[config.mk]
export PLATFORM = sky130hd
export DESIGN_NAME = alarm_clock_multi
export DESIGN_NICKNAME = d
export VERILOG_FILES = /design/src/rtl/alarm_clock_pkg.sv /design/src/rtl/alarm_clock_multi_channel.sv /design/src/rtl/alarm_clock_multi.sv
export SDC_FILE = /design/constraint.sdc
export NUM_CORES = 1
export LEC_CHECK = 0
export ABC_AREA = 0
export CELL_PAD_IN_SITES_DETAIL_PLACEMENT = 1
export CELL_PAD_IN_SITES_GLOBAL_PLACEMENT = 2
export CORE_MARGIN = 5
export CORE_UTILIZATION = 40
export DETAILED_ROUTE_END_ITERATION = 7
export PLACE_DENSITY = 0.88
export SLEW_MARGIN = 20
export SYNTH_ARGS = -nofsm -noshare
export SYNTH_HDL_FRONTEND = slang
export SYNTH_HIERARCHICAL = 1
export SYNTH_SLANG_ARGS = --single-unit
[constraint.sdc]
create_clock -name clk_in -period 5.52 [get_ports clk_in]
set_input_delay 0.552 -clock clk_in [delete_from_list [all_inputs] [get_ports clk_in]]
set_output_delay 0.552 -clock clk_in [all_outputs]
set_load 0.01 [all_outputs]
[src/rtl/alarm_clock_pkg.sv]
// Shared types and the two-digit BCD increment used by the time and alarm registers.
package alarm_clock_pkg;

  typedef enum logic [1:0] {IDLE, RINGING, SNOOZED} alarm_state_t;

  typedef logic [7:0] bcd2_t;

  typedef struct packed {
    logic  carry;
    bcd2_t value;
  } bcd_inc_t;

  // Wraps to 00 with carry when value equals max (max given in BCD, e.g. 8'h59).
  function automatic bcd_inc_t bcd_inc(bcd2_t value, bcd2_t max);
    bcd_inc_t r;
    r.carry = 1'b0;
    if (value == max) begin
      r.value = '0;
      r.carry = 1'b1;
    end else if (value[3:0] == 4'd9) begin
      r.value = {value[7:4] + 4'd1, 4'd0};
    end else begin
      r.value = {value[7:4], value[3:0] + 4'd1};
    end
    return r;
  endfunction

endpackage

[src/rtl/alarm_clock_multi_channel.sv]
// One alarm channel: hh:mm register, IDLE/RINGING/SNOOZED FSM, snooze countdown, ring timer.
module alarm_channel
  import alarm_clock_pkg::*;
#(
  parameter int SNOOZE_MIN = 5,
  parameter int RING_SEC   = 60
) (
  input  logic        clk_in,
  input  logic        reset,
  input  logic        sec_edge,
  input  logic [23:0] time_next,
  input  logic        edit_min,
  input  logic        edit_hour,
  input  logic        arm,
  input  logic        snooze,
  input  logic        dismiss,
  output logic [15:0] alarm_hm,
  output logic        ringing,
  output logic        snoozed
);

  localparam int SNZ_LOAD = SNOOZE_MIN * 60;
  localparam int SW       = $clog2(SNZ_LOAD + 1);

  bcd2_t        hh, mm;
  bcd_inc_t     hh_i, mm_i;
  alarm_state_t state, state_nx;
  logic [SW-1:0] snz, snz_nx;
  logic [7:0]   ring_t, ring_nx;
  logic         match;

  assign hh_i     = bcd_inc(hh, 8'h23);
  assign mm_i     = bcd_inc(mm, 8'h59);
  assign match    = sec_edge && arm && (time_next == {hh, mm, 8'h00});
  assign alarm_hm = {hh, mm};
  assign ringing  = (state == RINGING);
  assign snoozed  = (state == SNOOZED);

  always_ff @(posedge clk_in or negedge reset) begin
    if (!reset) begin
      hh     <= '0;
      mm     <= '0;
      state  <= IDLE;
      snz    <= '0;
      ring_t <= '0;
    end else begin
      if (edit_min)  mm <= mm_i.value;
      if (edit_hour) hh <= hh_i.value;
      state  <= state_nx;
      snz    <= snz_nx;
      ring_t <= ring_nx;
    end
  end

  // Priority: disarm, dismiss, snooze, then match/timers.
  always_comb begin
    state_nx = state;
    snz_nx   = snz;
    ring_nx  = ring_t;
    case (state)
      IDLE: if (match) begin
        state_nx = RINGING;
        ring_nx  = '0;
      end
      RINGING: begin
        if (!arm || dismiss) state_nx = IDLE;
        else if (snooze) begin
          state_nx = SNOOZED;
          snz_nx   = SW'(SNZ_LOAD);
        end else if (sec_edge) begin
          if (ring_t == 8'(RING_SEC - 1)) state_nx = IDLE;
          else ring_nx = ring_t + 8'd1;
        end
      end
      SNOOZED: begin
        if (!arm || dismiss) state_nx = IDLE;
        else if (match) begin
          state_nx = RINGING;
          ring_nx  = '0;
        end else if (sec_edge) begin
          snz_nx = snz - SW'(1);
          if (snz == SW'(1)) begin
            state_nx = RINGING;
            ring_nx  = '0;
          end
        end
      end
      default: state_nx = IDLE;
    endcase
  end

endmodule

[src/rtl/alarm_clock_multi.sv]
// 24-hour BCD timekeeper with prescaler, time/alarm editing and ALARMS alarm channels.
module alarm_clock_multi
  import alarm_clock_pkg::*;
#(
  parameter int TICK_DIV   = 2500,
  parameter int ALARMS     = 2,
  parameter int SNOOZE_MIN = 5,
  parameter int RING_SEC   = 60
) (
  input  logic              clk_in,
  input  logic              reset,
  input  logic [2:0]        set_target,
  input  logic              inc_min,
  input  logic              inc_hour,
  input  logic [ALARMS-1:0] arm,
  input  logic              snooze,
  input  logic              dismiss,
  output logic [23:0]       time_bcd,
  output logic [15:0]       view_bcd,
  output logic [ALARMS-1:0] ringing,
  output logic [ALARMS-1:0] snoozed,
  output logic              tick,
  output logic              half_sec
);

  localparam int PW = $clog2(TICK_DIV);

  logic [PW-1:0] pre, pre_nx;
  bcd2_t         hh, mm, ss;
  bcd_inc_t      hh_i, mm_i, ss_i;
  logic          time_edit, sec_edge;
  logic [23:0]   time_next;
  logic [ALARMS-1:0][15:0] alarm_hm;

  assign time_bcd  = {hh, mm, ss};
  // An edit to the time swallows a coincident second boundary.
  assign time_edit = (set_target == 3'd0) && (inc_min || inc_hour);
  assign sec_edge  = (pre == PW'(TICK_DIV - 1)) && !time_edit;

  always_comb begin
    ss_i      = bcd_inc(ss, 8'h59);
    mm_i      = bcd_inc(mm, 8'h59);
    hh_i      = bcd_inc(hh, 8'h23);
    time_next = {hh, mm, ss_i.value};
    if (ss_i.carry) begin
      time_next[15:8] = mm_i.value;
      if (mm_i.carry) time_next[23:16] = hh_i.value;
    end
    if (time_edit || pre == PW'(TICK_DIV - 1)) pre_nx = '0;
    else pre_nx = pre + PW'(1);
  end

  always_ff @(posedge clk_in or negedge reset) begin
    if (!reset) begin
      pre      <= '0;
      hh       <= '0;
      mm       <= '0;
      ss       <= '0;
      tick     <= 1'b0;
      half_sec <= 1'b1;
    end else begin
      pre      <= pre_nx;
      tick     <= sec_edge;
      half_sec <= (pre_nx < PW'(TICK_DIV / 2));
      if (time_edit) begin
        if (inc_min)  mm <= mm_i.value;
        if (inc_hour) hh <= hh_i.value;
        ss <= '0;
      end else if (sec_edge) begin
        {hh, mm, ss} <= time_next;
      end
    end
  end

  for (genvar k = 0; k < ALARMS; k++) begin : g_ch
    logic sel;
    assign sel = (set_target == 3'(k + 1));
    alarm_channel #(
      .SNOOZE_MIN(SNOOZE_MIN),
      .RING_SEC  (RING_SEC)
    ) u_ch (
      .clk_in   (clk_in),
      .reset    (reset),
      .sec_edge (sec_edge),
      .time_next(time_next),
      .edit_min (sel && inc_min),
      .edit_hour(sel && inc_hour),
      .arm      (arm[k]),
      .snooze   (snooze),
      .dismiss  (dismiss),
      .alarm_hm (alarm_hm[k]),
      .ringing  (ringing[k]),
      .snoozed  (snoozed[k])
    );
  end

  always_comb begin
    view_bcd = {hh, mm};
    for (int k = 0; k < ALARMS; k++)
      if (set_target == 3'(k + 1)) view_bcd = alarm_hm[k];
  end

endmodule

==> out/metrics.yaml, run 1 <==
setup_path:
  crit_path_max_fanout: 15
  r2r_cells: 13
  crit_family: "simple AND/OR/NAND/NOR gates"
  critPathSlowestCell: "o211ai_2"
  cpPeakStageDelay_ns: 0.58
  path_common_cell: "nand2_1"
  criticalPathCategory: "register to register"
  critPathBufInv: 1
  crit_arrival_ns: 4.45
  crit_cells: 13
  cp.required_ns: 5.76
  endpoint_kind: "register"
  worstPathCellList: "inv_1 -> ha_1 -> nand3b_1 -> nor3_1 -> nand2_1 -> or2_1 -> o31ai_1 -> xor2_1 -> nor4_1 -> nand3_1 -> o211ai_2 -> a221o_1 -> nand2_1"
  cp-start-kind: "register"
drt:
  avgRoutedWirePerCell_um: 19.1
  ant_nets: 0
  drt-initial-drc-count: 289
  drc: 0
  postRouteWirelength_mm: 20.6
  dr.pass1.iters: 4
  viasPerCell: 5.77
  vias: 6221
clock_network:
  postCtsSetupBuffers: 0
  cts_sinks: 108
  holdBufCountCts: 0
  cts_buffers: 9
  postCtsResizedCells: 0
  cts_tree: "yes"
  root_buffer: "clkbuf_16"
  path_clk_slew_ns: 0.08
  htree_levels: 3
  insertion_delay_ns: 0.36
  clockBufferDepth: 2
global_route:
  grt_start_max_net_pins: 57
  track_usage: 0.209
  grt_pass1_wl_mm: 34.2
  grt_pass1_vias: 6620
  gr-total-overflow: 0
  antenna_found_initial: 0
logic_synthesis:
  synth-seq-cells: 108
  synthArstFlopShare: 1.00
  yosysWarnings: 6
  synth_edf_count: 0
  synthDistinctLibCells: 65
  netlist_instances: 801
  synth_ff_type: "dfrtp_1"
  syn_area_sq_mm: 0.00707
  synth_seq_area_share: 0.383
  syn_area_per_cell_sq_um: 8.82
  syn_nets: 847
floorplanning:
  num_rows: 48
  coreArea_sq_mm: 0.0173
  io_pins: 57
  die_h_um: 143
  die_area_sq_mm: 0.0204
  die_w_um: 143
  start_util: 0.409
power_and_ir_drop:
  comb_power_share: 0.320
  clkPwrFrac: 0.274
  switching_share: 0.374
  p_leak_nw: 3.49
  seq_power_share: 0.407
  power_switching_mw: 1.05
  p_int_mw: 1.75
  power_mw: 2.79
  peakVddDrop_v: 0.000175
  powerDensity_mw_per_mm2: 342
cells_and_area:
  seq_area_sq_mm: 0.00270
  fin_nets: 894
  final_cell_mix: "dfrtp_1 (107), nand2_1 (89), nor2_1 (80), o21ai_0 (80), clkdlybuf4s50_1 (55)"
  areaGrowthSynthToFinish_pct: 15.5
  fillerInstances: 2031
  layout_commonest_cell: "dfrtp_1"
  multi_input_area_sq_mm: 0.00413
  final_util: 0.472
  final_cell_area_sq_mm: 0.00816
  drive_gt1_frac: 0.0727
  antenna_cells: 0
place:
  dpl_worst_slack_ns: 1.40
  placed_area_sq_mm: 0.00782
  portBuffers: 56
  dp.final_hpwl_mm: 15.2
  place.gp.congestion: 0.880
sta:
  drv_slew: 0
  max_freq_ghz: 0.238
  tns_ns: 0
  worst_pin_slew_ns: 0.847
  slew_headroom: 0.435
  clock_skew_ns: 0.00996
  hold_violations: 0
  period_share: 0.762
  rsz0062_at_grt: "no"
  finalSetupViolCount: 0
  finalCriticalPeriod_ns: 4.21
  fin_ws_ns: 1.31
hold_path:
  hp-class: "input port to async pin"
flow_run:
  maxCapViolCount: 0
outcome:
  status: "finished clean"
power groups by stage:
stage | combinational (mW) | clock (mW) | sequential, mW
final | 0.893 | 0.765 | 1.14
after global routing | 0.995 | 0.816 | 1.16
after CTS | 0.904 | 0.783 | 1.14
after detailed placement | 0.895 | 0 | 1.15
after global placement | 0.856 | 0 | 1.14
after floorplan | 0.548 | 0 | 1.08
area by class of cell:
class	instances	share of cell area
repair buffers	60	0.0721
well taps	225	0.0345
flip-flops and latches	108	0.331
multi-input cells	637	0.506
inverters	32	0.0147
clock inverters	7	0.0140
clock buffers	9	0.0276
routing by layer:
metal  vias up  GRT usage  routed length, um
met3        33     0.0358                700
met4         0     0.0660                400
met2        90      0.358              10100
li1       2971          -                  -
met1      3127      0.270               9440
met5         -          0                  0
cells by family after synthesis:
group,share of synthesized area
flops,0.383
xor+xnor,0.0632
mux,0.0481
simple gates,0.240
fa+ha+maj,0.0620
buf+inv,0.0347
compound gates,0.169
Yosys cell counts (7+ instances only):
master,number,area share
a21oi_1,22,0.016
a22o_1,12,0.015
a31oi_1,19,0.017
and2_1,8,0.0071
and3_1,7,0.0062
clkbuf_1,13,0.0069
dfrtp_1,107,0.38
ha_1,35,0.062
inv_1,32,0.017
mux2_2,11,0.018
mux2i_1,19,0.027
nand2_1,89,0.047
nand2b_1,15,0.013
nand3_1,36,0.025
nand4_1,11,0.0097
nor2_1,80,0.042
nor3_1,17,0.012
nor4_1,15,0.013
o21ai_0,80,0.057
o31ai_1,7,0.0074
or3_1,12,0.011
xnor2_1,26,0.032
xor2_1,25,0.031
worst reg2reg max path, stage by stage (launching register included):
cell and delay (ns):
dfrtp_1 0.41, inv_1 0.13, ha_1 0.20, nand3b_1 0.30, nor3_1 0.54, nand2_1 0.19, or2_1 0.28, o31ai_1 0.41
xor2_1 0.14, nor4_1 0.29, nand3_1 0.26, o211ai_2 0.59, a221o_1 0.27, nand2_1 0.07
final timing paths:
path,startpoint,to,slack (ns)
worst max-delay path,mm[1],g_ch[1].u_ch/snz[5],1.31
worst max register to register,mm[1],g_ch[1].u_ch/snz[5],1.31
min in group clk_in,g_ch[1].u_ch/snz[6],g_ch[1].u_ch/snz[6],0.48
worst min-delay path,reset,pre[7],0.24
max in group asynchronous,reset,g_ch[0].u_ch/hh[6],4.03
worst min register to register,g_ch[1].u_ch/snz[6],g_ch[1].u_ch/snz[6],0.48
state kept, by name, summed over array words and instances, names as in the netlist:
| register | count |
|---|---|
| g_ch.u_ch/snz | 18 |
| g_ch.u_ch/ring_t | 16 |
| g_ch.u_ch/state | 4 |
| g_ch.u_ch/hh | 16 |
| mm | 8 |
| hh | 8 |
| half_sec | 1 |
| tick | 1 |
| ss | 8 |
| g_ch.u_ch/mm | 16 |
| pre | 12 |
through the flow:
stage / std cells / hold slack (ns)
after floorplan: 801 / 0.256
after global placement: 1062 / 0.456
after detailed placement: 1062 / 0.470
after CTS: 1078 / 0.270
after global routing: 1078 / 0.321
final: 1078 / 0.242
Note: power is estimated with default switching activity, not from simulation.
==> run 2, diff against run 1 <==
--- a/config.mk
+++ b/config.mk
@@ -9,9 +9,9 @@
 export CELL_PAD_IN_SITES_DETAIL_PLACEMENT = 1
 export CELL_PAD_IN_SITES_GLOBAL_PLACEMENT = 2
 export CORE_MARGIN = 5
-export CORE_UTILIZATION = 40
+export CORE_UTILIZATION = 37
 export DETAILED_ROUTE_END_ITERATION = 7
-export PLACE_DENSITY = 0.88
+export PLACE_DENSITY = 0.82
 export SLEW_MARGIN = 20
 export SYNTH_ARGS = -nofsm -noshare
 export SYNTH_HDL_FRONTEND = slang
==> constraint.sdc (replaced) <==
create_clock -name clk_in -period 4.05 [get_ports clk_in]
set_input_delay 0.405 -clock clk_in [delete_from_list [all_inputs] [get_ports clk_in]]
set_output_delay 0.405 -clock clk_in [all_outputs]
set_load 0.01 [all_outputs]
==> out/metrics.yaml, run 2 (synthesized netlist as in run 1, its figures left out) <==
clock_network:
  holdBufCountCts: 0  # unchanged
  cts_tree: "yes"
  cts_sinks: 108  # unchanged
  insertion_delay_ns: 0.36  # about the same
  root_buffer: "clkbuf_16"
  clockBufferDepth: 2  # unchanged
  cts_buffers: 9  # unchanged
  path_clk_slew_ns: 0.08  # about the same
  htree_levels: 3  # unchanged
sta:
  max_freq_ghz: 0.275  # +16%
  finalCriticalPeriod_ns: 3.64  # -0.566 ns
  worst_pin_slew_ns: 0.812  # -0.0352 ns
  hold_violations: 0  # unchanged
  tns_ns: 0  # unchanged
  drv_slew: 0  # unchanged
  period_share: 0.899  # +0.137
  rsz0062_at_grt: "no"
  fin_ws_ns: 0.408  # -0.904 ns
  clock_skew_ns: 0.0107  # +0.000782 ns
  finalSetupViolCount: 0  # unchanged
  slew_headroom: 0.459  # +0.0235
power_and_ir_drop:
  powerDensity_mw_per_mm2: 458  # +34%
  p_int_mw: 2.36  # +35%
  comb_power_share: 0.339  # +0.019
  clkPwrFrac: 0.259  # -0.015
  p_leak_nw: 3.52  # +0.96%
  power_mw: 3.78  # +35%
  power_switching_mw: 1.42  # +36%
  peakVddDrop_v: 0.000262  # +50%
  switching_share: 0.376  # +0.00180
  seq_power_share: 0.402  # -0.005
cells_and_area:
  final_util: 0.440  # -0.0318
  layout_commonest_cell: "dfrtp_1"
  drive_gt1_frac: 0.0844  # +0.0117
  largest_register_ffs: 18  # unchanged
  final_cell_area_sq_mm: 0.00826  # +1.2%
  final_cell_mix: "dfrtp_1 (107), nand2_1 (89), nor2_1 (80), o21ai_0 (80), clkdlybuf4s50_1 (55)"
  regMostFlops: "g_ch.u_ch/snz"
  areaGrowthSynthToFinish_pct: 16.9
  fin_nets: 906  # +1.3%
  antenna_cells: 0  # unchanged
drt:
  drc: 0  # unchanged
  vias: 6143  # -1.3%
  dr.pass1.iters: 4  # unchanged
  postRouteWirelength_mm: 20.4  # -0.94%
  ant_nets: 0  # unchanged
  viasPerCell: 5.59  # -3.1%
  drt-initial-drc-count: 246  # -15%
  avgRoutedWirePerCell_um: 18.6  # -2.8%
setup_path:
  crit_arrival_ns: 3.93  # -0.52 ns
  cp.required_ns: 4.34  # -1.42 ns
  criticalPathCategory: "register to register"
  crit_path_max_fanout: 15  # unchanged
  r2r_slack_ns: 0.41  # -0.90 ns
  cp-start-kind: "register"
  endpoint_kind: "register"
  startpoint: "hh[4]"
  reg2reg_from: "hh[4]"
place:
  placed_area_sq_mm: 0.00792  # +1.3%
  dpl_worst_slack_ns: 0.350  # -1.05 ns
  portBuffers: 56  # unchanged
  dp.final_hpwl_mm: 15.7  # +3.3%
  place.gp.congestion: 0.837  # -4.9%
floorplanning:
  die_h_um: 148  # +3.7%
  num_rows: 50  # +4.2%
  coreArea_sq_mm: 0.0188  # +8.5%
  die_w_um: 148  # +3.7%
  start_util: 0.377  # -0.0320
  die_area_sq_mm: 0.0220  # +7.5%
  io_pins: 57  # unchanged
global_route:
  grt_start_max_net_pins: 61  # +7.0%
  grt_pass1_wl_mm: 34.1  # -0.42%
  antenna_found_initial: 0  # unchanged
  gr-total-overflow: 0  # unchanged
  track_usage: 0.191  # -0.0185
  grt_pass1_vias: 6547  # -1.1%
outcome:
  status: "finished clean"
hold_path:
  hp-class: "input port to async pin"
flow_run:
  maxCapViolCount: 0  # unchanged
run 2: changes by cell type in the layout (fill, tap and decap cells not counted), sizes merged:
cell / before / now
buf: 5 / 17
clkbuf: 9 / 11
bufinv: 3 / 2
inv: 33 / 32
run 2: through the flow:
stage	hold WS, ns	std cells
global route	0.216	1099
finish	0.145	1099
floorplan	0.109	801
CTS	0.177	1099
detailed placement	0.471	1083
global placement	0.456	1083
run 2: worst paths after layout:
kind	end	cells past startpoint
min reg2reg	g_ch[0].u_ch/snz[6]	1
max	g_ch[0].u_ch/snz[7]	14
max reg2reg	g_ch[0].u_ch/snz[7]	14
min in group clk_in	g_ch[0].u_ch/snz[6]	1
min	pre[6]	1
max in group asynchronous	g_ch[0].u_ch/snz[4]	2
run 2: timing repair:
item | in CTS | in global routing
resized for setup | 0 | 2
endpoints found under the hold margin | 0 | 0
endpoints found under the setup margin | 0 | 16
buffers inserted | 0 | 0
run 2: critical path, cell delays in order, from the launching register on:
cell and delay [ns]:
dfrtp_1 0.46, inv_1 0.13, ha_1 0.15, or4b_1 0.43, o21ai_1 0.30, buf_4 0.20
nor2b_1 0.06, o21ai_0 0.15, o31ai_1 0.14, xor2_1 0.16, nor4_1 0.34, nand3_1 0.29
o211ai_4 0.44, o311ai_0 0.22, nand2_1 0.10
run 2: metal layers:
metal,GRT usage,share of wire
met1,0.249,0.47
met5,0,0
met4,0.0420,0.012
met3,0.0271,0.028
met2,0.336,0.49
run 2: final cells by class:
type | count | area, sq um
Clock buffer | 11 | 243
Clock inverter | 5 | 75.1
Fill cell | 2199 | 10500
Inverter | 32 | 120
Multi-Input combinational cell | 637 | 4150
Sequential cell | 108 | 2700
Tap cell | 234 | 293
Timing Repair Buffer | 72 | 678
run 2: power groups by stage:
stage               Clock [mW]  Combinational, mW  Sequential (mW)
floorplan                    0              0.746             1.48
CTS                       1.01               1.30             1.52
global route              1.04               1.43             1.55
detailed placement           0               1.29             1.54
finish                   0.980               1.28             1.52
global placement             0               1.24             1.52
==> run 3, diff against run 2 <==
--- a/config.mk
+++ b/config.mk
@@ -11,6 +11,7 @@
 export CORE_MARGIN = 5
 export CORE_UTILIZATION = 37
 export DETAILED_ROUTE_END_ITERATION = 7
+export GPL_ROUTABILITY_DRIVEN = 0
 export PLACE_DENSITY = 0.82
 export SLEW_MARGIN = 20
 export SYNTH_ARGS = -nofsm -noshare
==> results of run 3 <==
No change in the layout: final DEF, timing and power equal those of run 2.
